$ cat src/rtl/mul_seq_responder.sv
// -----------------------------------------------------------------------------
// mul_seq_responder
//
// Iterative unsigned multiplier behind a pair of valid/ready channels. A tagged
// operand pair is accepted in IDLE. The product is built radix-2^BPC over
// WIDTH/BPC CALC iterations, plus one closing CALC cycle that registers the
// result. The low WIDTH bits of the product are returned together with the
// request tag in RESP. Only one request is in flight at a time. Latency is
// fixed: there is no early exit on zero operands.
//
// Parameters:
//   WIDTH  operand/result width (default 64)
//   BPC    multiplier bits consumed per CALC cycle; must divide WIDTH
//   TAG_W  tag width
//
// Ports:
//   clk         clock, rising edge
//   rst         synchronous active-high reset, priority over all handshakes
//   req_valid   request valid            req_ready   responder idle, can accept
//   req_a/req_b unsigned operands        req_tag     tag echoed on response
//   rsp_valid   response valid           rsp_ready   initiator accepts response
//   rsp_result  (a*b) mod 2^WIDTH        rsp_tag     tag of answered request
//   busy        high in CALC or RESP
//
// Optional build macro MUL_SEQ_DPI_CHECK_EN:
//   Adds a simulation-only cross-check against a reference 64-bit product.
//   The reference is computed when a request is accepted. It is compared
//   with rsp_result on every response handshake. This requires WIDTH=64.
//   Cycle behaviour is the same with or without the macro.
// -----------------------------------------------------------------------------
module mul_seq_responder #(
    parameter int WIDTH = 64,
    parameter int BPC   = 4,
    parameter int TAG_W = 8
) (
    input  logic             clk,
    input  logic             rst,
    input  logic             req_valid,
    output logic             req_ready,
    input  logic [WIDTH-1:0] req_a,
    input  logic [WIDTH-1:0] req_b,
    input  logic [TAG_W-1:0] req_tag,
    output logic             rsp_valid,
    input  logic             rsp_ready,
    output logic [WIDTH-1:0] rsp_result,
    output logic [TAG_W-1:0] rsp_tag,
    output logic             busy
);

    localparam int ITERS = WIDTH / BPC;
    localparam int CNT_W = $clog2(ITERS + 1);

    generate
        if ((WIDTH % BPC) != 0) begin : g_bad_bpc
            $error("mul_seq_responder: BPC must divide WIDTH");
        end
    endgenerate

    typedef enum logic [1:0] {
        IDLE = 2'd0,
        CALC = 2'd1,
        RESP = 2'd2
    } state_t;

    state_t           state_reg, state_next;
    logic [WIDTH-1:0] a_reg, a_next;
    logic [WIDTH-1:0] b_reg, b_next;
    logic [WIDTH-1:0] acc_reg, acc_next;
    logic [WIDTH-1:0] result_reg, result_next;
    logic [TAG_W-1:0] tag_reg, tag_next;
    logic [TAG_W-1:0] rsp_tag_reg, rsp_tag_next;
    logic [CNT_W-1:0] cnt_reg, cnt_next;

    // The multiplicand register is shifted left by BPC each iteration.
    // So a_reg is always already aligned to the weight of the current
    // multiplier digit, which is b_reg[BPC-1:0].
    logic [WIDTH-1:0] pp_terms [BPC];
    logic [WIDTH-1:0] partial;

    generate
        for (genvar gi = 0; gi < BPC; gi++) begin : g_pp
            assign pp_terms[gi] = b_reg[gi] ? (a_reg << gi) : '0;
        end
    endgenerate

    always_comb begin
        partial = '0;
        for (int i = 0; i < BPC; i++) begin
            partial = partial + pp_terms[i];
        end
    end

    always_ff @(posedge clk) begin
        if (rst) begin
            state_reg   <= IDLE;
            a_reg       <= '0;
            b_reg       <= '0;
            acc_reg     <= '0;
            result_reg  <= '0;
            tag_reg     <= '0;
            rsp_tag_reg <= '0;
            cnt_reg     <= '0;
        end else begin
            state_reg   <= state_next;
            a_reg       <= a_next;
            b_reg       <= b_next;
            acc_reg     <= acc_next;
            result_reg  <= result_next;
            tag_reg     <= tag_next;
            rsp_tag_reg <= rsp_tag_next;
            cnt_reg     <= cnt_next;
        end
    end

    always_comb begin
        state_next   = state_reg;
        a_next       = a_reg;
        b_next       = b_reg;
        acc_next     = acc_reg;
        result_next  = result_reg;
        tag_next     = tag_reg;
        rsp_tag_next = rsp_tag_reg;
        cnt_next     = cnt_reg;
        unique case (state_reg)
            IDLE: begin
                if (req_valid) begin
                    a_next     = req_a;
                    b_next     = req_b;
                    tag_next   = req_tag;
                    acc_next   = '0;
                    cnt_next   = '0;
                    state_next = CALC;
                end
            end
            CALC: begin
                // After the last iteration, one more cycle registers the
                // result. This is what sets the fixed 17-edge latency.
                if (cnt_reg == CNT_W'(ITERS)) begin
                    result_next  = acc_reg;
                    rsp_tag_next = tag_reg;
                    state_next   = RESP;
                end else begin
                    acc_next = acc_reg + partial;
                    a_next   = a_reg << BPC;
                    b_next   = b_reg >> BPC;
                    cnt_next = cnt_reg + CNT_W'(1);
                end
            end
            RESP: begin
                if (rsp_ready) begin
                    state_next = IDLE;
                end
            end
            default: state_next = IDLE;
        endcase
    end

    assign req_ready  = (state_reg == IDLE);
    assign rsp_valid  = (state_reg == RESP);
    assign busy       = (state_reg != IDLE);
    assign rsp_result = result_reg;
    assign rsp_tag    = rsp_tag_reg;

`ifdef MUL_SEQ_DPI_CHECK_EN
    generate
        if (WIDTH != 64) begin : g_bad_dpi_width
            $fatal(1, "mul_seq_responder: DPI check requires WIDTH=64");
        end
    endgenerate

    logic [63:0] dpi_exp_reg;
    logic [63:0] dpi_a_reg;
    logic [63:0] dpi_b_reg;

    always_ff @(posedge clk) begin
        if (rst) begin
            dpi_exp_reg <= '0;
            dpi_a_reg   <= '0;
            dpi_b_reg   <= '0;
        end else begin
            if (req_valid && req_ready) begin
                dpi_exp_reg <= 64'(req_a) * 64'(req_b);
                dpi_a_reg   <= 64'(req_a);
                dpi_b_reg   <= 64'(req_b);
            end
            if (rsp_valid && rsp_ready && (64'(rsp_result) != dpi_exp_reg)) begin
                $error("mul_seq_responder: tag=%h a=%h b=%h expected=%h got=%h",
                       rsp_tag, dpi_a_reg, dpi_b_reg, dpi_exp_reg, rsp_result);
            end
        end
    end
`else
    // Default build: the design is pure RTL. The reference cross-check is not
    // compiled in.
`endif

endmodule

$ cat config.mk
export PLATFORM = sky130hd
export DESIGN_NAME = mul_seq_responder
export DESIGN_NICKNAME = d
export VERILOG_FILES = /design/src/rtl/mul_seq_responder.sv
export SDC_FILE = /design/constraint.sdc
export NUM_CORES = 1
export LEC_CHECK = 0
export ABC_AREA = 0
export BUFFER_PORTS_ARGS = -buffer_cell sky130_fd_sc_hd__buf_2
export CORE_MARGIN = 5
export CORE_UTILIZATION = 30
export DETAILED_ROUTE_END_ITERATION = 6
export SYNTH_ARGS = -nofsm -noshare
export SYNTH_HDL_FRONTEND = slang
export SYNTH_SLANG_ARGS = --single-unit
export TNS_END_PERCENT = 100
$ cat constraint.sdc
create_clock -name clk -period 9.9 [get_ports clk]
set_input_delay 0.495 -clock clk [delete_from_list [all_inputs] [get_ports clk]]
set_output_delay 0.495 -clock clk [all_outputs]
set_load 0.005 [all_outputs]
# ---- Word level (Yosys, flattened, before mapping)
# Cells that the tools add are included.
dict set report classes {
  addsub 5
  n_eq_ne 7
  muxes 20
  n_reduce_logical 7
}
# cell count
set ops {}
lappend ops {{$mux W64} 10}
lappend ops {{$pmux W64 S2} 3}
lappend ops {{$add A64 B64 Y64} 4}
lappend ops {{$mux W5} 2}
lappend ops {{$pmux W5 S2} 1}
lappend ops {{$mux W2} 3}
lappend ops {{$ne A2 B2 Y1 const B} 3}
lappend ops {{$pmux W2 S3} 1}
lappend ops {{$reduce_and A3 Y1} 2}
lappend ops {{$add A5 B1 Y5 const B} 1}
lappend ops {{$eq A5 B5 Y1 const B} 1}
lappend ops {{$reduce_and A2 Y1} 2}
lappend ops {{$reduce_bool A2 Y1} 2}
lappend ops {{$eq A2 B1 Y1 const B} 1}
lappend ops {{$eq A2 B2 Y1 const B} 1}
lappend ops {{$logic_not A2 Y1} 1}
lappend ops {{$ne A2 B1 Y1 const B} 1}
dict set report word_totals {
  regBits 279
  inputBits 140
  output_inout_bits 75
  wordCells 47
}

# ---- Longest topological paths before layout
# Gate-level depths: netlist of the first run.
dict set report logic_depth {
  word_depth 7
  depth_mapped 20
  mapped_depth_nobuf 18
}

# ---- Least setup slack after synthesis of the first run
# No wires, ideal clock.
dict set report synth_timing {
  path_type {register to register}
  start {register b_reg[2]}
  end {register acc_reg[59]}
  setup_ns 0.117
  arrival_time_ns 4.891
  required_time_ns 9.783
  path_slack_ns 4.892
  stages_incl_launch_ff 21
  n_path_buf 2
  synth_period_minus_slack_ns 5.008
  cell_sequence {dfxtp_1 -> clkbuf_1 -> clkbuf_1 -> nand2_1 -> fa_1 -> inv_1 -> fa_1 -> inv_1 -> fa_1 -> inv_1 -> ha_1 -> fa_1 -> a21oi_1 -> o211ai_1 -> a211oi_1 -> o31ai_1 -> a32o_1 -> o211a_1 -> o21ai_1 -> nand3_1 -> a32o_1}
}
dict set report synth_via {
  elab_chain_len 6
}
# item line_no
set synth_rtl {}
lappend synth_rtl {{start, declared} 67} ;# logic [WIDTH-1:0] b_reg, b_next;
lappend synth_rtl {{start signal, assigned} 106} ;# b_reg <= b_next;
lappend synth_rtl {{$mux W64} 82} ;# assign pp_terms[gi] = b_reg[gi] ? (a_reg << gi) : '0;
lappend synth_rtl {{$add A64 B64 Y64 (2 in series)} 89} ;# partial = partial + pp_terms[i];
lappend synth_rtl {{$add A64 B64 Y64} 143} ;# acc_next = acc_reg + partial;
lappend synth_rtl {{$mux W64} 138} ;# if (cnt_reg == CNT_W'(ITERS)) begin
lappend synth_rtl {{$pmux W64 S2} 124} ;# unique case (state_reg)
lappend synth_rtl {{end signal, assigned} 107} ;# acc_reg <= acc_next;
lappend synth_rtl {{end, declared} 68} ;# logic [WIDTH-1:0] acc_reg, acc_next;
# No other way between the ends. The select of a mux whose other input is x is not followed.
# A chain may end at the register's enable or synchronous reset.

# ---- Final worst setup path of the first run
dict set report layout_timing {
  start {register b_reg[3]}
  end {register acc_reg[60]}
}
dict set report layout_via {
  elab_chain_len 5
}
# item line_no
set layout_rtl {}
lappend layout_rtl {{$mux W64} 82}
lappend layout_rtl {{$add A64 B64 Y64} 89}
lappend layout_rtl {{$add A64 B64 Y64} 143}
lappend layout_rtl {{$mux W64} 138}
lappend layout_rtl {{$pmux W64 S2} 124}
# No other way between the ends. The select of a mux whose other input is x is not followed.

==> summary.txt, run 1 <==
Power
  – Pwr/cell area: 136 nW/um2
  – Leak: 10.5 nW
  – Internal power: 0.00219 W
  – Share of power burned in registers: 39.7%
  – Comb power frac: 16.0%
  – Tot Pwr: 0.00315 W
  – Clock share of power: 44.3%
  – Switching pwr: 0.000962 W
  – Peak supply drop: 0.000119 V
  – Net Sw Frac: 30.5%

Cells and area
  – Final net count: 3104
  – Most common cell after layout, fill and taps aside: nand2_1
  – Area growth syn-to-layout: 13.9%
  – Filler instances: 7236
  – Area of the multi-input gates: 12500 um2
  – Layout cells sized above 1: 11.6%
  – Seq. cell area: 5590 um2
  – Most frequent cells in the layout: nand2_1, inv_1, a21oi_1

Synthesis
  – Yosys reg bits: 279
  – Compound-Gate Fraction of Synth Area: 17.2%
  – Sequential share of the synthesized area: 27.4%
  – Post-synth EDFFs: 0
  – Warnings, synthesis: 0
  – Mux contribution to synthesized area: 1.82%
  – Mapped Avg Cell Area: 7.83 um2
  – Largest family of logic cells by synthesized area: adder cells
  – Main synth FF type: dfxtp_1
  – Syn Inst Count: 2602
  – Adder-cell share of the synthesized area: 22.1%
  – Simple-gate portion of the synthesized area: 17.6%
  – Synth Net Count: 2991
  – Unique masters post-synth: 72
  – Ys async rst share: 0%
  – Post-synthesis cell area: 20400 um2
  – Xor-xnor portion of the synthesized cell area: 2.58%

Die
  – Chip width: 271 um
  – Die height: 271 um
  – Area of the core: 67300 um2
  – Die ar.: 73300 um2
  – Ports: 215
  – Initial Utilization: 30.3%
  – Std cell rows: 95

Setup path
  – Largest fanout on the critical path: 34
  – R2R Path Start: b_reg[3]
  – CP endpoint kind: flop
  – CP Data Required Time: 10.34 ns
  – Crit Path Category: flop to flop
  – CP arrival: 6.62 ns
  – Crit-path cells: buf_4 -> nand2_1 -> fa_1 -> inv_1 -> fa_1 -> inv_1 -> fa_1 -> inv_1 -> ha_1 -> nand4_2 -> or2_0 -> or4_1 -> o32ai_1 -> o21ai_2 -> nor4_1 -> o22a_1 -> mux2i_1 -> a221o_1
  – Internal reg-to-reg setup slack: 3.72 ns
  – CP peak stage delay: 0.75 ns
  – Crit-path slowest cell: dfxtp_2
  – Worst setup SP type: flop
  – Worst r2r dst: acc_reg[60]
  – Worst reg2reg path depth: 18

Timing
  – RSZ-0062 raised after global routing: false
  – Period Utilization, post-route: 62.4%
  – FMAX: 0.162 GHz
  – Final Max Slew Viols: 0
  – Final hold violation count: 0
  – Clock skew: 0.0252 ns
  – Worst Max-Slew Pin Slew: 1.13 ns
  – Rel. slew slack: 24.7%
  – Min Clock Period, post-route: 6.18 ns
  – Setup_tns: 0 ns
  – # setup viols final: 0

Flow run
  – # Max-Cap Violations: 0

Clock network
  – H-tree Lvls: 2
  – Sink Count: 279
  – CTS clk-pin slew, worst paths: 0.06 ns
  – Postcts setup bufs: 0
  – Clk Latency, worst-skew pair: 0.57 ns
  – Root buffer cell: clkbuf_16
  – CTS tree: built
  – Max clock buf depth: 3
  – Total CTS buffers: 36
  – CTS Hold Bufs: 0
  – Post-cts resize count: 0

Route
  – DR iter-0 viols: 972
  – Wire per inst: 16.7 um
  – Vias post-DR: 17600
  – Met3 wire length: 3770 um
  – Aggregate routed wire length: 60300 um
  – ANT nets after route: 0
  – DRT Pass-1 Iters: 5
  – Routed wl met2: 27800 um
  – Met1 WL: 27400 um
  – Highest metal used: met5
  – DRC viols: 0
  – Vias/cell: 4.86

Hold path
  – Worst Hold Launch: req_b[62]
  – Worst Hold Class: primary input to flop
  – Worst Hold Path EP: b_reg[62]
  – Worst Hold Depth: 3

Global route
  – Gr usage total: 16.1%
  – First-pass GRT wire length: 97400 um
  – Largest net degree at the start of global routing: 99
  – Antenna violations before repair: 5
  – Grt total ovfl: 0
  – Vias in the first global route: 17600

Placement
  – Post-DP HPWL: 43600 um
  – Buffers on Ports: 214
  – Placer Congestion: 0.853

Outcome
  – Status: finished clean
[metal layers]
metal  GRT usage, %  up-vias
met5              0        -
met4           3.69        8
met3           3.77       85
met2           26.6      410
met1           21.5     8493
li1               -     8577
[layout make-up]
| type | count | share of cell area (%) |
|---|---|---|
| Timing Repair Buffer | 230 | 5.17 |
| Tap cell | 873 | 4.70 |
| Antenna cell | 1 | 0.0108 |
| Sequential cell | 279 | 24.1 |
| Clock buffer | 45 | 4.33 |
| Inverter | 418 | 6.76 |
| Multi-Input combinational cell | 1750 | 53.9 |
| Clock inverter | 18 | 1.03 |
[power groups by stage]
stage / clock network [W] / logic (W) / registers, W
after floorplan: 0 / 0.000390 / 0.00124
after global placement: 0 / 0.000500 / 0.00128
after detailed placement: 0 / 0.000505 / 0.00128
after CTS: 0.00144 / 0.000507 / 0.00125
after global routing: 0.00148 / 0.000575 / 0.00126
final: 0.00140 / 0.000504 / 0.00125
[through the flow]
| stage | instances | util, % | setup WS (ns) | hold WS, ns | cell area, um2 |
|---|---|---|---|---|---|
| 3_3_place_gp | 3550 | 32.7 | 3.84 | 0.440 | 22000 |
| 6_report | 3614 | 34.5 | 3.72 | 0.164 | 23200 |
| 3_5_place_dp | 3550 | 32.7 | 3.81 | 0.444 | 22000 |
| 5_1_grt | 3613 | 34.5 | 3.45 | 0.155 | 23200 |
| 2_1_floorplan | 2602 | - | 4.89 | 0.432 | 20400 |
| 4_1_cts | 3613 | 34.5 | 3.77 | 0.128 | 23200 |
[cell usage after synthesis (all sizes together), types with 8 or more instances]
library cell / count / area [um2]
a211oi: 39 / 293
a21o: 24 / 181
a21oi: 280 / 1400
a22oi: 89 / 668
a31oi: 9 / 62.6
and2: 77 / 484
and3: 9 / 58.8
buf: 8 / 75.1
clkbuf: 140 / 578
dfxtp: 279 / 5590
fa: 184 / 3680
ha: 65 / 813
inv: 418 / 1570
mux2i: 37 / 370
nand2: 540 / 2030
nand3: 57 / 285
nand4: 17 / 128
nor2: 84 / 315
nor3: 10 / 50.1
o21ai: 73 / 369
o21bai: 15 / 113
xnor2: 31 / 272
xor2: 29 / 254
[worst max path at each step]
| stage | startpoint | to | depth (start not counted) |
|---|---|---|---|
| 4_1_cts | b_reg[3] | acc_reg[60] | 18 |
| 5_1_grt | b_reg[3] | acc_reg[60] | 18 |
| 3_3_place_gp | b_reg[3] | acc_reg[60] | 18 |
| 3_5_place_dp | b_reg[3] | acc_reg[60] | 18 |
| 6_report | b_reg[3] | acc_reg[60] | 18 |
| 2_1_floorplan | b_reg[2] | acc_reg[59] | 20 |
[logic make-up (layout without fill, tap and decap cells)]
group                    count (synthesis)  count (layout)
XOR/XNOR                                60              60
other                                    0               1
adder cells (fa/ha/maj)                249             249
multiplexers                            37              37
AO/OA/AOI/OAI                          576             576
buffers and inverters                  573             711
AND/OR/NAND/NOR                        828             828
flip-flops                             279             279
[critical path, delay by kind of cell, from the launching register on]
kind / cells / cell delay (ns)
AO/OA/AOI/OAI: 4 / 1.20
adder cells (fa/ha/maj): 4 / 1.84
buffers and inverters: 4 / 0.66
flip-flops: 1 / 0.75
multiplexers: 1 / 0.09
AND/OR/NAND/NOR: 5 / 1.51
Note: power is estimated with default switching activity, not from simulation.
==> run 2, diff against run 1 <==
==> constraint.sdc (replaced) <==
create_clock -name clk -period 6.5 [get_ports clk]
set_input_delay 0.325 -clock clk [delete_from_list [all_inputs] [get_ports clk]]
set_output_delay 0.325 -clock clk [all_outputs]
set_load 0.005 [all_outputs]
==> run 2 against run 1 <==
Net effect: utilization rose by 0.39 points; sequential cell count unchanged; clock power is 58% higher; non-clock buffer count rose by 21; critical path depth is the same; critical endpoint is now acc_reg[56]; largest power group unchanged.
==> summary.txt, run 2 (same netlist as run 1, synthesis figures left out) <==
Cells and area
  – Fin util: 34.9% (+0.39 points)
  – Layout cells sized above 1: 11.7% (+0.085 points)
  – Most frequent cells in the layout: nand2_1, inv_1, a21oi_1
  – Area growth syn-to-layout: 15.2%
  – Final net count: 3125 (+0.68%)
  – Most common cell after layout, fill and taps aside: nand2_1

Route
  – DR iter-0 viols: 1081 (+11%)
  – DRT Pass-1 Iters: 5 (unchanged)
  – Vias post-DR: 17600 (+0.068%)
  – Aggregate routed wire length: 61000 um (+1.2%)
  – Vias/cell: 4.83 (-0.59%)
  – ANT nets after route: 0 (unchanged)
  – Wire per inst: 16.8 um (+0.52%)
  – DRC viols: 0 (unchanged)

Power
  – Peak supply drop: 0.000253 V (+110%)
  – Tot Pwr: 0.00489 W (+55%)
  – Leak: 10.6 nW (+1.3%)
  – Pwr/cell area: 208 nW/um2 (+53%)

Die
  – Die height: 271 um (unchanged)
  – Initial Utilization: 30.3% (unchanged)
  – Std cell rows: 95 (unchanged)
  – Area of the core: 67300 um2 (unchanged)
  – Ports: 215 (unchanged)
  – Chip width: 271 um (unchanged)
  – Die ar.: 73300 um2 (unchanged)

Timing
  – Final worst slack: 0.860 ns (-2.86 ns)
  – Final hold violation count: 0 (unchanged)
  – RSZ-0062 raised after global routing: false
  – # setup viols final: 0 (unchanged)
  – Worst Max-Slew Pin Slew: 1.23 ns (+0.106 ns)
  – FMAX: 0.177 GHz (+9.6%)
  – Clock skew: 0.0266 ns (+0.00142 ns)
  – Min Clock Period, post-route: 5.64 ns (-0.539 ns)
  – Setup_tns: 0 ns (unchanged)
  – Final Max Slew Viols: 0 (unchanged)
  – Period Utilization, post-route: 86.8% (+24 points)
  – Rel. slew slack: 17.6% (-7.1 points)

Global route
  – Largest net degree at the start of global routing: 123 (+24%)
  – First-pass GRT wire length: 97900 um (+0.53%)
  – Grt total ovfl: 0 (unchanged)
  – Vias in the first global route: 17600 (+0.0057%)
  – Antenna violations before repair: 5 (unchanged)
  – Gr usage total: 16.3% (+0.18 points)

Flow run
  – # Max-Cap Violations: 0 (unchanged)

Setup path
  – Cell family with most CP delay: adder cells
  – Crit-path cells: buf_4 -> nand2_1 -> fa_1 -> inv_1 -> fa_1 -> inv_1 -> fa_1 -> inv_1 -> ha_1 -> nand4_2 -> or2_0 -> or4_1 -> o32ai_1 -> o21ai_2 -> or4_4 -> o41ai_2 -> xnor2_1 -> o21ai_1
  – R2R Path Start: b_reg[2]
  – Crit Path Category: flop to flop
  – Largest fanout on the critical path: 30 (-12%)
  – Worst reg2reg path depth: 18 (unchanged)
  – CP peak stage delay: 0.55 ns (-0.20 ns)
  – Crit-path slowest cell: dfxtp_2
  – Worst r2r dst: acc_reg[56]
  – Worst path bufs/invs: 4 (unchanged)
  – CP endpoint kind: flop
  – Worst setup SP type: flop
  – CP arrival: 6.07 ns (-0.55 ns)
  – CP Data Required Time: 6.93 ns (-3.41 ns)
  – Internal reg-to-reg setup slack: 0.86 ns (-2.86 ns)

Placement
  – Placer Congestion: 0.863 (+1.2%)
  – Pre-CTS WS: 0.872 ns (-2.93 ns)
  – Post-DP HPWL: 44500 um (+2.1%)
  – Buffers on Ports: 214 (unchanged)

Clock network
  – CTS tree: built
  – H-tree Lvls: 2 (unchanged)
  – Clk Latency, worst-skew pair: 0.57 ns (about the same)
  – Sink Count: 279 (unchanged)
  – Total CTS buffers: 36 (unchanged)
  – Max clock buf depth: 3 (unchanged)
  – CTS clk-pin slew, worst paths: 0.06 ns (about the same)
  – Postcts setup bufs: 0 (unchanged)
  – Post-cts resize count: 0 (unchanged)
  – Root buffer cell: clkbuf_16

Hold path
  – Worst Hold Class: primary input to flop
  – Worst Hold Launch: req_b[12]
  – Worst Hold Path EP: b_reg[12]
  – Worst Hold Depth: 3 (unchanged)

Outcome
  – Status: finished clean
run 2: final cells by class:
type	count	area [um2]
Inverter	418	1570
Multi-Input combinational cell	1750	12500
Fill cell	7198	43800
Antenna cell	2	5.00
Clock inverter	16	268
Sequential cell	279	5590
Tap cell	873	1090
Timing Repair Buffer	251	1400
Clock buffer	49	1040
run 2: worst max-delay path by stage:
stage             start     endpoint  cells after the start  slack [ns]
4_1_cts        b_reg[2]  acc_reg[56]                     18        0.86
2_1_floorplan  b_reg[2]  acc_reg[59]                     20        1.49
5_1_grt        b_reg[2]  acc_reg[56]                     18        0.52
3_5_place_dp   b_reg[2]  acc_reg[56]                     18        0.87
6_report       b_reg[2]  acc_reg[56]                     18        0.86
3_3_place_gp   b_reg[2]  acc_reg[56]                     18        0.94
run 2: per-layer routing:
metal	GRT usage (%)	part of all wire (%)	up-vias
met3	3.20	5.9	80
met4	3.92	1.8	4
li1	-	-	8613
met2	27.2	47	437
met5	0	0.034	-
met1	21.8	45	8451
run 2: what timing repair did:
| action | 4_1_cts | 5_1_grt |
|---|---|---|
| hold endpoints to repair | 16 | 0 |
| hold buffers | 16 | 0 |
| setup endpoints to repair | 0 | 0 |
run 2: worst register-to-register path: stages, from the launching register on:
cell and delay, ns:
dfxtp_2 0.55, buf_4 0.43, nand2_1 0.14, fa_1 0.51
inv_1 0.05, fa_1 0.49, inv_1 0.05, fa_1 0.48
inv_1 0.04, ha_1 0.43, nand4_2 0.21, or2_0 0.30
or4_1 0.40, o32ai_1 0.25, o21ai_2 0.22, or4_4 0.46
o41ai_2 0.25, xnor2_1 0.16, o21ai_1 0.07
run 2: metrics by stage:
stage               cell area [um2]  std cells  hold slack (ns)
global placement              22000       3555            0.439
detailed placement            22000       3555            0.445
CTS                           23500       3636          0.00113
floorplan                     20400       2602            0.432
global route                  23500       3638           0.0250
finish                        23500       3638           0.0316
run 2: power breakdown:
group          internal, W  switching, W
sequential         0.00180      0.000111
combinational     0.000278      0.000499
clock              0.00137      0.000836
==> run 3, diff against run 2 <==
--- a/config.mk
+++ b/config.mk
@@ -7,9 +7,12 @@
 export LEC_CHECK = 0
 export ABC_AREA = 0
 export BUFFER_PORTS_ARGS = -buffer_cell sky130_fd_sc_hd__buf_2
+export CELL_PAD_IN_SITES_DETAIL_PLACEMENT = 1
+export CELL_PAD_IN_SITES_GLOBAL_PLACEMENT = 2
 export CORE_MARGIN = 5
 export CORE_UTILIZATION = 30
 export DETAILED_ROUTE_END_ITERATION = 6
+export PLACE_DENSITY = 0.76
 export SYNTH_ARGS = -nofsm -noshare
 export SYNTH_HDL_FRONTEND = slang
 export SYNTH_SLANG_ARGS = --single-unit
==> run 3 against run 2 <==
Net effect: first-iteration DRC count is 38% lower; global-route usage is 1.3 points higher; count of clock-buffer cells in the layout is 1 lower; sequential power hardly changed; die area stayed put; largest power group unchanged; via count is 0.55% higher; non-clock buffer count is 11 lower.
==> summary.txt, run 3 (same netlist as run 1, synthesis figures left out) <==
Outcome
  – Status: finished clean

Cells and area
  – Most frequent cells in the layout: nand2_1, inv_1, a21oi_1
  – Fin util: 34.6% (-0.33 points)
  – Final net count: 3115 (-0.32%)
  – Area growth syn-to-layout: 14.1%
  – Most common cell after layout, fill and taps aside: nand2_1
  – Filler instances: 8191 (+14%)
  – Layout cells sized above 1: 11.6% (-0.022 points)

Die
  – Ports: 215 (unchanged)
  – Die ar.: 73300 um2 (unchanged)
  – Std cell rows: 95 (unchanged)
  – Chip width: 271 um (unchanged)
  – Initial Utilization: 30.3% (unchanged)
  – Die height: 271 um (unchanged)
  – Area of the core: 67300 um2 (unchanged)

Global route
  – Largest net degree at the start of global routing: 171 (+39%)
  – Antenna violations before repair: 5 (unchanged)
  – Gr usage total: 17.6% (+1.3 points)
  – First-pass GRT wire length: 106000 um (+8.5%)
  – Vias in the first global route: 19500 (+11%)
  – Grt total ovfl: 0 (unchanged)

Clock network
  – Root buffer cell: clkbuf_16
  – Clk Latency, worst-skew pair: 0.55 ns (-0.02 ns)
  – H-tree Lvls: 2 (unchanged)
  – Sink Count: 279 (unchanged)
  – CTS clk-pin slew, worst paths: 0.06 ns (about the same)
  – Max clock buf depth: 3 (unchanged)
  – Total CTS buffers: 37 (+2.8%)
  – CTS tree: built

Hold path
  – Worst Hold Class: primary input to flop
  – Worst Hold Depth: 3 (unchanged)

Setup path
  – CP endpoint kind: flop
  – CP Data Required Time: 6.93 ns (about the same)
  – CP arrival: 6.43 ns (+0.36 ns)
  – CP peak stage delay: 0.75 ns (+0.20 ns)
  – Crit-path cells: buf_4 -> nand2_1 -> fa_1 -> inv_1 -> fa_1 -> inv_1 -> fa_1 -> inv_1 -> ha_1 -> nand4_1 -> or2_0 -> or4_1 -> o32ai_1 -> o21ai_2 -> or4_4 -> o41ai_2 -> xnor2_1 -> o21ai_1
  – Worst reg2reg path depth: 18 (unchanged)
  – Crit-path slowest cell: dfxtp_2
  – Crit Path Category: flop to flop
  – Worst setup SP type: flop
  – Largest fanout on the critical path: 36 (+20%)

Timing
  – Rel. slew slack: 21.9% (+4.4 points)
  – Min Clock Period, post-route: 6.00 ns (+0.361 ns)
  – Setup_tns: 0 ns (unchanged)
  – Worst Max-Slew Pin Slew: 1.16 ns (-0.0783 ns)
  – Final hold violation count: 0 (unchanged)
  – # setup viols final: 0 (unchanged)
  – WHS: 0.0266 ns (-0.00496 ns)
  – Clock skew: 0.0212 ns (-0.00547 ns)
  – RSZ-0062 raised after global routing: false
  – Period Utilization, post-route: 92.3% (+5.5 points)
  – FMAX: 0.167 GHz (-6.0%)
  – Final Max Slew Viols: 0 (unchanged)

Route
  – Aggregate routed wire length: 65200 um (+7.0%)
  – Vias/cell: 4.88 (+0.91%)
  – DR iter-0 viols: 667 (-38%)
  – DRT Pass-1 Iters: 4 (-1)
  – DRC viols: 0 (unchanged)
  – ANT nets after route: 0 (unchanged)
  – Wire per inst: 18.0 um (+7.3%)
  – Vias post-DR: 17700 (+0.55%)

Power
  – Peak supply drop: 0.000162 V (-36%)
  – Pwr/cell area: 203 nW/um2 (-2.4%)
  – Leak: 10.5 nW (-1.2%)

Placement
  – Buffers on Ports: 214 (unchanged)
  – Post-DP HPWL: 48300 um (+8.5%)
  – Placer Congestion: 0.846 (-1.9%)

Flow run
  – # Max-Cap Violations: 0 (unchanged)
run 3: cell types whose count changed in the layout (fill, tap and decap cells not counted), sizes merged:
cell	previous run	this run
buf	234	231
bufinv	6	1
clkbuf	50	49
clkinv	6	7
clkinvlp	0	4
diode	2	1
dlygate4sd3	16	8
run 3: cell type report:
cell class                 count  area [um2]  area share (%)
antenna                        1        2.50          0.0108
clock buffer                  48        1050            4.50
clock inverter                16         134           0.576
inverter                     418        1570            6.74
multi-input combinational   1750       12500            53.8
sequential                   279        5590            24.0
tap                          873        1090            4.70
timing repair buffer         240        1310            5.62
run 3: stage by stage:
stage	instances	worst slack, ns	total power (W)	cell area, um2
floorplan	2602	1.49	0.00248	20400
global placement	3552	0.717	0.00272	22000
detailed placement	3552	0.532	0.00275	22000
CTS	3624	0.510	0.00483	23300
global route	3624	0.209	0.00499	23300
finish	3625	0.500	0.00473	23300
run 3: layer usage:
layer | up-vias | GRT usage, % | wire, um
met3 | 81 | 3.15 | 2450
li1 | 8580 | - | -
met2 | 224 | 31.7 | 32700
met5 | - | 0 | 34
met1 | 8790 | 21.8 | 28500
met4 | 6 | 4.35 | 1470
run 3: path summary, 6_finish.rpt:
kind | startpoint | to | slack (ns)
max | b_reg[2] | acc_reg[56] | 0.50
min | req_a[3] | a_reg[3] | 0.03
max reg2reg | b_reg[2] | acc_reg[56] | 0.50
min reg2reg | rsp_result[40] | rsp_result[40] | 0.45
run 3: report_power, final:
group	switching, W	internal, W	leakage, nW
registers	0.000120	0.00180	2.28
clock network	0.000851	0.00118	0.577
logic	0.000506	0.000277	7.63
total	0.00148	0.00325	10.5
run 3: timing repair:
item,4_1_cts,5_1_grt
endpoints found under the hold margin,8,0
resized for setup,0,0
hold buffers,8,0
setup buffers,0,0
run 3: critical path: cells and delay by family (launching register included):
kind | cells | cell delay, ns
adder cells (fa/ha/maj) | 4 | 1.91
AND/OR/NAND/NOR | 5 | 1.54
buffers and inverters | 4 | 0.70
XOR/XNOR | 1 | 0.17
AO/OA/AOI/OAI | 4 | 0.80
flip-flops | 1 | 0.75
